[config.mk]
export PLATFORM = sky130hd
export DESIGN_NAME = stream_mux_rr
export DESIGN_NICKNAME = d
export VERILOG_FILES = /design/src/rtl/stream_mux_rr.sv
export SDC_FILE = /design/constraint.sdc
export NUM_CORES = 1
export LEC_CHECK = 0
export CORE_MARGIN = 5
export CORE_UTILIZATION = 48
export CTS_BUF_LIST = sky130_fd_sc_hd__clkbuf_4
export CTS_CLUSTER_SIZE = 30
export DETAILED_ROUTE_END_ITERATION = 10
export DONT_BUFFER_PORTS = 1
export PLACE_DENSITY = 0.68
export SYNTH_ARGS = -nofsm -noshare
export SYNTH_HDL_FRONTEND = slang
export SYNTH_SLANG_ARGS = --single-unit
[constraint.sdc]
create_clock -name clk -period 2.5 [get_ports clk]
set_input_delay 0.375 -clock clk [delete_from_list [all_inputs] [get_ports clk]]
set_output_delay 0.375 -clock clk [all_outputs]
set_load 0.02 [all_outputs]
[src/rtl/stream_mux_rr.sv]
// Purpose : N-channel valid/ready stream mux, fixed-select or round-robin, registered output.
// Latency : one cycle from input handshake to out_valid/out_data.
// Backpressure: out_ready=0 with a held word forces every in_ready low in the same cycle.
//
// Ports:
//   clk, rst          rising-edge clock, synchronous active-high reset
//   mode, sel         0 = take channel sel, 1 = round-robin over valid channels
//   in_data/valid     N packed channels (channel i at [i*WIDTH +: WIDTH]), per-channel valid
//   in_ready          per-channel ready, combinational, at most one bit set
//   out_data/chan     registered word and the index of the channel it came from
//   out_valid/ready   output handshake
module stream_mux_rr #(
  parameter int WIDTH = 8,
  parameter int N     = 4,
  parameter int SELW  = $clog2(N)
) (
  input  logic                 clk,
  input  logic                 rst,
  input  logic                 mode,
  input  logic [SELW-1:0]      sel,
  input  logic [N*WIDTH-1:0]   in_data,
  input  logic [N-1:0]         in_valid,
  output logic [N-1:0]         in_ready,
  output logic [WIDTH-1:0]     out_data,
  output logic [SELW-1:0]      out_chan,
  output logic                 out_valid,
  input  logic                 out_ready
);

  localparam logic [SELW:0] NUM_CH = (SELW+1)'(N);

  logic [SELW-1:0]  r_ptr;
  logic [WIDTH-1:0] r_out_data;
  logic [SELW-1:0]  r_out_chan;
  logic             r_out_valid;

  logic             w_load;
  logic             w_gnt_vld;
  logic [SELW-1:0]  w_gnt_idx;
  logic             w_xfer;
  logic [WIDTH-1:0] w_gnt_data;
  logic [SELW-1:0]  w_ptr_nxt;

  // Output register can take a word when empty or being drained this cycle.
  assign w_load = ~r_out_valid | out_ready;

  // Grant selection. In RR mode the search starts at r_ptr and wraps, the
  // first valid channel found wins; later hits are ignored via w_gnt_vld.
  always_comb begin : grant_sel
    logic [SELW-1:0] v_idx;
    v_idx     = '0;
    w_gnt_vld = 1'b0;
    w_gnt_idx = '0;
    if (!mode) begin
      // Out-of-range select never grants.
      if (({1'b0, sel} < NUM_CH) && in_valid[sel]) begin
        w_gnt_vld = 1'b1;
        w_gnt_idx = sel;
      end
    end else begin
      for (int k = 0; k < N; k++) begin
        v_idx = SELW'((int'(r_ptr) + k) % N);
        if (!w_gnt_vld && in_valid[v_idx]) begin
          w_gnt_vld = 1'b1;
          w_gnt_idx = v_idx;
        end
      end
    end
  end

  // Grant implies in_valid, so a grant that can load is a transfer.
  assign w_xfer     = w_load & ~rst & w_gnt_vld;
  assign w_gnt_data = in_data[w_gnt_idx*WIDTH +: WIDTH];
  assign w_ptr_nxt  = SELW'((int'(w_gnt_idx) + 1) % N);

  always_comb begin
    in_ready = '0;
    if (w_xfer) begin
      in_ready[w_gnt_idx] = 1'b1;
    end
  end

  always_ff @(posedge clk) begin
    if (rst) begin
      r_out_valid <= 1'b0;
      r_out_data  <= '0;
      r_out_chan  <= '0;
      r_ptr       <= '0;
    end else if (w_load) begin
      if (w_xfer) begin
        r_out_valid <= 1'b1;
        r_out_data  <= w_gnt_data;
        r_out_chan  <= w_gnt_idx;
        // Pointer advances past the winner only for round-robin transfers.
        if (mode) begin
          r_ptr <= w_ptr_nxt;
        end
      end else begin
        // Nothing to refill with: a drained word is not replaced.
        r_out_valid <= 1'b0;
      end
    end
  end

  assign out_data  = r_out_data;
  assign out_chan  = r_out_chan;
  assign out_valid = r_out_valid;

endmodule

* Yosys cells after proc, flatten, opt, wreduce, memory -nomap -nowiden
Index checks and enable logic that the tools add are counted.
W data, S select, Z words.
** Storage, ports and cells
- Bits in registers :: 13
- Input bits :: 42
- Word-level logic and storage cells :: 59
** Cells by class
- Add/subtract/negate cells :: 4
- $lt $le $gt $ge :: 7
- Shift operators :: 1
- Muxes and demuxes :: 29
- Bitwise gates (word level) :: 5
- Reductions and logical operators :: 9
** Operator list (count)
- $shiftx A32 B6 Y8 :: 1
- $lt A2 B3 Y1 const B :: 6
- $mux W1 :: 16
- $mux W2 :: 6
- $bmux W1 S2 :: 5
- $add A2 B1 Y2 const B :: 2
- $add A2 B2 Y2 const B :: 2
- $logic_and A1 B1 Y1 :: 4
- $mux W4 :: 1
- $logic_not A1 Y1 :: 3
- $reduce_and A3 Y1 :: 1
- $and A1 B1 Y1 :: 2
- $demux W1 S2 :: 1
- $ge A2 B1 Y1 const B :: 1
- $not A1 Y1 :: 2
- $reduce_and A2 Y1 :: 1
- $or A1 B1 Y1 :: 1

* Depth between registers and ports, before layout
- Word-level depth :: 21
- Gate-level depth with buffers :: 8

* Worst setup path after synthesis
Ideal clock, no wire load.
- Path kind :: input to output
- From :: input in_valid[0]
- To :: output in_ready[3]
- Arrival :: 1.792 ns
- Data required time :: 2.125 ns
- Slack :: 0.333 ns
- Stages on the path :: 6
- Buffers on the path :: 2
- Path through :: buf_4 -> mux2i_1 -> o31a_2 -> a21o_1 -> buf_2 -> nor3b_1
** On the way
- Longest elaborated chain between the ends :: 21
- Elaborated cells between the ends (all ways) :: 38
- Those cells by class :: 2 x order compare; 28 x mux; 1 x bitwise; 7 x reduce/logical
** RTL lines
- from (decl) :: line 22 : input logic [N-1:0] in_valid,
- $bmux W1 S2 :: line 63 : if (!w_gnt_vld && in_valid[v_idx]) begin
- $mux W1 (not written as such) :: line 63
- $mux W1 :: line 63
- $mux W1 :: line 54 : if (!mode) begin
- $logic_not A1 Y1 :: line 63
- $logic_and A1 B1 Y1 :: line 63
- $mux W1 :: line 63
- $mux W1 :: line 54
- [5 not listed]
- $logic_and A1 B1 Y1 :: line 63
- $mux W2 :: line 63
- $mux W2 :: line 54
- $lt A2 B3 Y1 (not written as such) / $ge A2 B1 Y1 (equally long branches) :: line 79 : in_ready[w_gnt_idx] = 1'b1;
- $logic_and A1 B1 Y1 (not written as such) :: line 79
- $mux W1 (not written as such) :: line 79
- $demux W1 S2 :: line 79
- $mux W4 * :: line 78 : if (w_xfer) begin
- to (decl) :: line 23 : output logic [N-1:0] in_ready,
Every way passes the cells marked *; elsewhere a longest branch is shown, timed or not. The select of a mux whose other input is x is not followed.

* Worst setup path after layout
- From :: register r_ptr[0]
- To :: output in_ready[0]
** On the way
- Longest elaborated chain between the ends :: 21
- Elaborated cells between the ends (all ways) :: 37
- Those cells by class :: 3 x add/sub; 2 x order compare; 24 x mux; 1 x bitwise; 7 x reduce/logical
** RTL lines
- from (decl) :: line 32 : logic [SELW-1:0] r_ptr;
- from (signal assigned) :: line 96 : r_ptr <= w_ptr_nxt;
- $bmux W1 S2 :: line 63
- $mux W1 (not written as such) :: line 63
- $mux W1 :: line 63
- $mux W1 :: line 54
- $logic_not A1 Y1 :: line 63
- $logic_and A1 B1 Y1 :: line 63
- $mux W1 :: line 63
- $mux W1 :: line 54
- [5 not listed]
- $logic_and A1 B1 Y1 :: line 63
- $mux W2 :: line 63
- $mux W2 :: line 54
- $lt A2 B3 Y1 (not written as such) / $ge A2 B1 Y1 (equally long branches) :: line 79
- $logic_and A1 B1 Y1 (not written as such) :: line 79
- $mux W1 (not written as such) :: line 79
- $demux W1 S2 :: line 79
- $mux W4 * :: line 78
Marked as above.

==> reports/results.tsv <==
stage	metric	value	unit
sta	timing.final.crit_share	0.908	
detailed_routing	num_vias	804	
power_and_ir_drop	power_density	563	nW/um2
synth	synth_cells	101	
clock_network	clock_latency	0.27	ns
sta	finalHoldViolations	0	
cells_and_area	diodes	0	
cells_and_area	fin_area	972	um2
setup_path	path_max_fanout	20	
synth	synth_enable_flop_cells	0	
synth	ys_seq_area_frac	0.277	
clock_network	cts_setup_buffers	0	
sta	rsz0062_at_grt	false	
synth	synth_top_family_by_area	compound AO/OA/AOI/OAI gates	
synth	yosys.area_share.simple	0.169	
clock_network	postCtsHoldBufs	0	
detailed_routing	routedWlPerCell	17.5	um
global_routing	overflow	0	
clock_network	numCtsBuffers	3	
placement	place.gp.congestion	0.706	
synth	ys_types	39	
die	start_util	0.489	
sta	setup_tns	0	ns
setup_path	crit_required	2.12	ns
clock_network	htree_levels	1	
detailed_routing	viasPerCell	6.28	
synth	ys_warn_count	0	
placement	io_buffer_count	0	
detailed_routing	drc_errors	0	
setup_path	start_kind	flop	
synth	synth_mux_area_frac	0.204	
placement	dpl_cell_area	942	um2
setup_path	crit_type	reg -> out	
synth	netlist_area	940	um2
sta	maxSlewHeadroom	0.747	
global_routing	grt_pass1_wl	3630	um
clock_network	cts-root-buf	clkbuf_4	
die	ios	57	
synth	synth_nets	143	
power_and_ir_drop	leakagePower	0.441	nW
cells_and_area	nets	144	
die	row_count	16	
die	die-height	54.2	um
detailed_routing	drt_wl_total	2240	um
flow_run	maxCapViolCount	0	
synth	yosys.area_share.xor_xnor	0.00932	
detailed_routing	final_antenna_net_count	0	
clock_network	cts_tree	done	
sta	tightest_slew	0.378	ns
synth	synth_compound_area_frac	0.268	
global_routing	antenna_found_initial	0	
sta	drv_slew	0	
sta	clock.fmax	440	MHz
clock_network	cts_buffer_depth	2	
placement	placed_cells	124	
power_and_ir_drop	peakVddDrop	380	uV
worst_hold_path	hold_class	in -> reg	
detailed_routing	drt-pass1-iter-count	4	
clock_network	clk_pin_slew	0.08	ns
die	coreArea	1920	um2
synth	synth.avg_cell_area	9.30	um2
global_routing	grt_usage	0.164	
synth	synth_adder_area_share	0	
cells_and_area	drive_above_1_share	0.188	
sta	setup_viol	0	
synth	yosys_most_used_dff	dfxtp_1	
cells_and_area	layoutNonFillerInstCount	128	
synth	postSynth.asyncResetShare	0	
setup_path	end_kind	primary output	
setup_path	arrival	1.90	ns
cells_and_area	area_delta_synth_final	3.46	%
synth	ys_ff_latch	13	
sta	finalClockSkew	0.00353	ns
outcome	status	complete, no violations	
die	die_w	54.2	um
clock_network	cts_resized	0	
clock_network	cts.sinks	13	
detailed_routing	drtIter0Drc	7	
die	dieArea	2940	um2
sta	min_period	2.27	ns
placement	hpwlAfterDp	1800	um
global_routing	grt_max_degree	21	
global_routing	grt_pass1_vias	844	
-- registers in the layout, summed over array words and instances (netlist names) --
| signal | flops |
|---|---|
| out_valid | 1 |
| r_ptr | 2 |
| out_chan | 2 |
| out_data | 8 |
-- where the power goes --
part           switching [mW]  internal [mW]  total (mW)
sequential             0.0452          0.232       0.277
clock                  0.0639         0.0726       0.136
combinational          0.0719         0.0617       0.134
total                   0.181          0.366       0.547
-- cell usage in the layout, fill, tap and decap left out, types with 2 or more instances in the layout --
| master | Yosys | layout |
|---|---|---|
| o221ai_1 | 8 | 8 |
| dfxtp_1 | 13 | 13 |
| inv_1 | 4 | 4 |
| o21ai_0 | 2 | 2 |
| and4bb_1 | 2 | 2 |
| clkbuf_4 | 0 | 4 |
| a21oi_1 | 2 | 2 |
| mux2i_1 | 18 | 18 |
| nand3_1 | 9 | 9 |
| nand2_1 | 6 | 6 |
| nand2b_1 | 2 | 2 |
| inv_2 | 2 | 2 |
| a221oi_2 | 2 | 2 |
| nor2_1 | 3 | 3 |
| buf_4 | 2 | 2 |
-- logic make-up (layout without fill, tap and decap cells) --
| family | after synthesis | in the layout |
|---|---|---|
| AO/OA/AOI/OAI | 28 | 28 |
| multiplexers | 19 | 19 |
| AND/OR/NAND/NOR | 28 | 28 |
| XOR/XNOR | 1 | 1 |
| buffers and inverters | 12 | 12 |
| flip-flops | 13 | 13 |
-- through the flow --
stage	util	setup slack [ns]	hold WS [ns]	power, mW
3_3_place_gp	0.490	0.552	0.446	0.413
4_1_cts	0.506	0.197	0.156	0.555
5_1_grt	0.506	0.0579	0.149	0.580
6_report	0.506	0.230	0.162	0.547
2_1_floorplan	-	0.333	0.444	0.405
3_5_place_dp	0.490	0.502	0.447	0.418
-- cell usage after synthesis (2+ instances only) --
| cell type | instances | area (um2) |
|---|---|---|
| inv_2 | 2 | 7.51 |
| buf_4 | 2 | 15.0 |
| nand2_1 | 6 | 22.5 |
| dfxtp_1 | 13 | 260 |
| nand2b_1 | 2 | 12.5 |
| nand3_1 | 9 | 45.0 |
| mux2i_1 | 18 | 180 |
| o221ai_1 | 8 | 70.1 |
| a21oi_1 | 2 | 10.0 |
| inv_1 | 4 | 15.0 |
| and4bb_1 | 2 | 25.0 |
| a221oi_2 | 2 | 30.0 |
| nor2_1 | 3 | 11.3 |
| buf_6 | 2 | 22.5 |
| o21ai_0 | 2 | 10.0 |
-- metal layers --
layer	part of all wire	global-route usage	up-vias
met1	0.38	0.169	371
met4	0.0063	0.0788	0
met3	0.11	0.0490	2
li1	-	-	392
met2	0.51	0.301	39
met5	0	0	-
-- worst paths after layout --
check | start | to | slack, ns | cells after the start
max reg2reg | r_ptr[1] | out_data[6] | 0.69 | 6
max | r_ptr[0] | in_ready[0] | 0.23 | 6
min | rst | out_chan[1] | 0.16 | 1
min reg2reg | out_chan[1] | out_chan[1] | 0.56 | 2
-- critical path, stage by stage, from the launching register on --
cell	delay (ns)
dfxtp_1	0.36
inv_2	0.10
a221oi_2	0.07
o211ai_2	0.27
o31a_4	0.39
nand2_1	0.12
nor2_1	0.32
-- final cells by class --
type	count	area, um2
Multi-Input combinational cell	76	611
Timing Repair Buffer	2	15.0
Inverter	6	22.5
Clock buffer	4	30.0
Sequential cell	13	260
Fill cell	204	950
Tap cell	27	33.8
Note: power is estimated with default switching activity, not from simulation.
